### src/rtl/alu_decoder_sync.sv
// Registered ALU register-window / action decoder with a multi-cycle action sequencer.
// Optional sticky error flag (nerr) when ALU_DECODER_SYNC_ERR_EN is defined.
module alu_decoder_sync #(
  parameter logic [4:0]  UNIT_BASE   = 5'b11000,
  parameter int          IDXW        = 3,
  parameter logic [15:0] ACT_MASK    = 16'h0086,
  parameter logic [15:0] LONG_MASK   = 16'h0080,
  parameter int          LONG_CYCLES = 4,
  localparam int         NREG        = 1 << IDXW
) (
  input  logic            clk,
  input  logic            rsthold,
  input  logic            t34,
  input  logic [4:0]      raddr,
  input  logic [4:0]      waddr,
  input  logic [3:0]      action,
  output logic            nalu_op,
  output logic [NREG-1:0] nread,
  output logic [NREG-1:0] nwrite,
  output logic [15:0]     naction,
  output logic            nwait,
`ifdef ALU_DECODER_SYNC_ERR_EN
  output logic            nerr,
`endif
  output logic            dbg_busy
);

  typedef enum logic {IDLE, BUSY} state_t;

  // cnt counts the cycles remaining after the current one, minus one
  localparam logic [3:0] CNT_INIT = (LONG_CYCLES > 1) ? 4'(LONG_CYCLES - 2) : 4'd0;

  state_t     state, state_d;
  logic [3:0] cnt, cnt_d;
  logic [3:0] code, code_d;
  logic [3:0] strobe_code;
  logic       strobe;
  logic       nwait_d;
  logic       read_hit, write_hit, alu_hit;
  logic       act_owned, act_long;

  assign read_hit  = !t34 && (raddr[4:IDXW] == UNIT_BASE[4:IDXW]);
  assign write_hit = !t34 && (waddr[4:IDXW] == UNIT_BASE[4:IDXW]);
  assign alu_hit   = !t34 && (raddr[4:3] == 2'b10);
  assign act_owned = !t34 && (action != 4'd0) && ACT_MASK[action];
  assign act_long  = LONG_MASK[action];
  assign dbg_busy  = (state == BUSY);

  always_comb begin
    state_d     = state;
    cnt_d       = cnt;
    code_d      = code;
    strobe      = 1'b0;
    strobe_code = action;
    nwait_d     = 1'b1;
    case (state)
      IDLE: begin
        if (act_owned) begin
          strobe = 1'b1;
          if (act_long && (LONG_CYCLES > 1)) begin
            state_d = BUSY;
            cnt_d   = CNT_INIT;
            code_d  = action;
            nwait_d = 1'b0;
          end
        end
      end
      BUSY: begin
        // New actions are dropped here regardless of t34
        strobe      = 1'b1;
        strobe_code = code;
        if (cnt == 4'd0) begin
          state_d = IDLE;
        end else begin
          cnt_d   = cnt - 4'd1;
          nwait_d = 1'b0;
        end
      end
      default: state_d = IDLE;
    endcase
  end

  always_ff @(posedge clk) begin
    if (rsthold) begin
      state   <= IDLE;
      cnt     <= 4'd0;
      code    <= 4'd0;
      nalu_op <= 1'b1;
      nread   <= '1;
      nwrite  <= '1;
      naction <= '1;
      nwait   <= 1'b1;
    end else begin
      state   <= state_d;
      cnt     <= cnt_d;
      code    <= code_d;
      nalu_op <= !alu_hit;
      nread   <= read_hit  ? ~(NREG'(1) << raddr[IDXW-1:0]) : '1;
      nwrite  <= write_hit ? ~(NREG'(1) << waddr[IDXW-1:0]) : '1;
      naction <= strobe ? ~(16'd1 << strobe_code) : '1;
      nwait   <= nwait_d;
    end
  end

`ifdef ALU_DECODER_SYNC_ERR_EN
  logic err_d;
  assign err_d = ((state == BUSY) && act_owned) ||
                 (read_hit && write_hit && (raddr[IDXW-1:0] == waddr[IDXW-1:0]));

  always_ff @(posedge clk) begin
    if (rsthold)    nerr <= 1'b1;
    else if (err_d) nerr <= 1'b0;
  end
`endif

endmodule

### config.mk
export PLATFORM = sky130hd
export DESIGN_NAME = alu_decoder_sync
export DESIGN_NICKNAME = d
export VERILOG_FILES = /design/src/rtl/alu_decoder_sync.sv
export SDC_FILE = /design/constraint.sdc
export NUM_CORES = 1
export LEC_CHECK = 0
export CAP_MARGIN = 15
export CORE_MARGIN = 5
export CORE_UTILIZATION = 48
export DETAILED_ROUTE_END_ITERATION = 7
export GPL_TIMING_DRIVEN = 0
export PLACE_DENSITY_LB_ADDON = 0.12
export SLEW_MARGIN = 20
export SYNTH_ARGS = -nofsm -noshare
export SYNTH_HDL_FRONTEND = slang
export SYNTH_SLANG_ARGS = --single-unit
export TNS_END_PERCENT = 30
### constraint.sdc
create_clock -name clk -period 3.2 [get_ports clk]
set_input_delay 0.64 -clock clk [delete_from_list [all_inputs] [get_ports clk]]
set_output_delay 0.64 -clock clk [all_outputs]
set_load 0.01 [all_outputs]
==> impl_metrics.tcl <==
set metrics [dict create \
    hold_buffers 0 \
    rsz0062_at_grt "false" \
    worst_ep_arrival_time_ns 2.65 \
    clkTransAtPathRegs_ns 0.12 \
    grt_pass1_wl_um 5140 \
    dieWidth_um 66.69 \
    power_density_nw_per_um2 393.9 \
    fin_util 0.7024 \
    dieArea_sq_um 4448 \
    fin_nets 244 \
    cts-root-buf "clkbuf_4" \
    max_slew_margin 0.6895 \
    holdPathStages 2 \
    ys_types 36 \
    met3_usage 0.06239 \
    vdd_drop_max_mv 0.2870 \
    ff2ff_setup_slack_ns 1.48 \
    reg2reg_depth 6 \
    clk_latency_ns 0.34 \
    grt_overflow_total 0 \
    dp_slack_ns 0.4214 \
    fin_area_sq_um 2162 \
    port_buffers 51 \
    synth_seq_cells 43 \
    synth_cells 165 \
    vias_per_cell 4.873 \
    hp-class "flop to flop" \
    cp.required_ns 3.42 \
    fp.coreArea_sq_um 3078 \
    synth-adder-area-share 0.03244 \
    cts_buffer_depth 2 \
    crit_path_start_kind "input port" \
    grt_usage 0.1532 \
    synth.area.mux_share 0.01298 \
    cts_setup_buffers 0 \
    n_antenna_cell 0 \
    synth-edff-count 0 \
    initial_core_util 0.5012 \
    syn_to_final_growth_pct 40.15 \
    syn_nets 186 \
    busiest_layer "met2" \
    synth_compound_area_frac 0.09327 \
    use_met2 0.2550 \
    cp-end-kind "flop" \
    initialDrtViolationCount 53 \
    gp_congestion 0.8032 \
    synth_xor_area_frac 0.005677 \
    grtUsageMet1 0.1731 \
    synth.avg_cell_area_sq_um 9.350 \
    avgRoutedWirePerCell_um 11.53 \
    grt_max_degree 14 \
    worst-path-max-fanout 7 \
    drive_gt1_frac 0.08482 \
    chipHeight_um 66.69 \
    totalWireLength_um 3089 \
    rows 20 \
    syn_area_sq_um 1543 \
    path_class "input port to flop" \
    clock_skew_ns 0.01205 \
    synth_area_leaders "dfxtp_1, nand2_1, nor2_1" \
    synth.largest_area_cell "dfxtp_1" \
    cts_tree "built" \
    via_count 1306 \
    synth_top_cell_area_share 0.5580 \
    synthArstFlopShare 0 \
    ys_seq_area_frac 0.5580 \
    hold_viol 0 \
    cap_violations 0 \
    fin_ws_ns 0.7670 \
    hpwl_um 2422 \
    finalSetupViolations 0 \
    grt_pass1_vias 1184 \
    r2r_end "cnt[3]" \
    fin_crit_sh 0.7603 \
    finalSetupTns_ns 0 \
    holdPathEnd "cnt[0]" \
    slew_violations 0 \
    postRouteAntennaNets 0 \
    synthSimpleGateAreaFrac 0.2652 \
    synth_top_family_by_area "simple AND/OR/NAND/NOR gates" \
    ios 52 \
    yosysMostFrequentCell "dfxtp_1" \
    htreeDepth 2 \
    drc 0 \
    place_area_sq_um 2108 \
    p_leak_uw 0.0008168 \
    min_from "cnt[0]" \
    max_slew.worst_pin.slew_ns 0.4657 \
    cts.sinks 43 \
    rr_startpoint "cnt[0]" \
    synth_common_cells "dfxtp_1, nand2_1, nor2_1" \
    ys.flop_type "dfxtp_1" \
    fin_crit_ns 2.433 \
    synth_warnings 0 \
    outcome "finished clean" \
    antenna_found_initial 0 \
    drt_first_pass_iters 4 \
    cts_resized 0 \
    cts_buffers 5 \
    fmax_mhz 411.0 \
]
## kinds of logic after synthesis
logic type,count (synthesis)
xor+xnor,1
flops,43
buf+inv,12
mux,2
compound gates,20
simple gates,83
fa+ha+maj,4
## power by group
| group | internal [uW] | switching (uW) | leakage, uW | total (uW) |
|---|---|---|---|---|
| combinational | 35.1 | 32.0 | 0.000440 | 67.1 |
| clock | 84.8 | 160 | 0.0000282 | 245 |
| sequential | 538 | 1.45 | 0.000348 | 539 |
| total | 658 | 194 | 0.000817 | 852 |
## final cells by class
type                            instances  area, sq um
Fill cell                             260        915.9
Sequential cell                        43        860.8
Multi-Input combinational cell        110        631.9
Timing Repair Buffer                   51        510.5
Tap cell                               44        55.05
Clock buffer                            6        41.29
Inverter                                8        30.03
Buffer                                  4        20.02
Clock inverter                          2        12.51
## placed cells by master, fill, tap and decap left out, drive strengths merged
cell type	synthesis	routed
clkinv	0	1
and2	1	1
nor3	4	4
nor4b	1	1
o21bai	2	2
nand2b	1	1
a22oi	1	1
a31oi	1	1
nor2b	5	5
xor2	1	1
nand3	8	8
nand2	28	28
nand4b	1	1
and3	5	5
inv	8	8
clkdlybuf4s50	0	51
nor3b	3	3
clkbuf	2	8
a211o	1	1
buf	2	2
a21oi	7	7
nor2	20	20
or2	1	1
nand3b	2	2
mux2i	2	2
clkinvlp	0	1
dfxtp	43	43
ha	4	4
a211oi	2	2
or3b	3	3
o21ai	5	5
o21ba	1	1
## state kept, by name (all words and copies together), names as in the netlist
name,flops
naction,16
cnt,4
dbg_busy,1
nread,8
nalu_op,1
nwrite,8
code,4
nwait,1
## critical path, stage by stage
cell,delay [ns]
clkdlybuf4s50_1,0.62
inv_1,0.12
ha_1,0.28
or3b_4,0.39
a211oi_4,0.32
and3_2,0.22
o21ai_0,0.06
## routing by layer
layer,wire (um),part of all wire
met1,1291,0.42
met4,33,0.011
met5,0,0
met2,1495,0.48
met3,269,0.087
## through the flow
step	power [uW]	hold slack, ns	instances
2_1_floorplan	580.6	0.4456	165
3_3_place_gp	617.1	0.4607	260
3_5_place_dp	618.3	0.4674	260
4_1_cts	859.2	0.4850	268
5_1_grt	898.5	0.5265	268
6_report	851.5	0.4829	268
## how the worst max path moves through the flow
stage / from / to / cells past startpoint
2_1_floorplan: action[1] / naction[14] / 6
3_3_place_gp: action[1] / naction[14] / 7
3_5_place_dp: action[1] / naction[14] / 7
4_1_cts: action[1] / naction[14] / 7
5_1_grt: action[1] / naction[14] / 7
6_report: action[1] / naction[0] / 7
(Power assumes the default switching activity.)
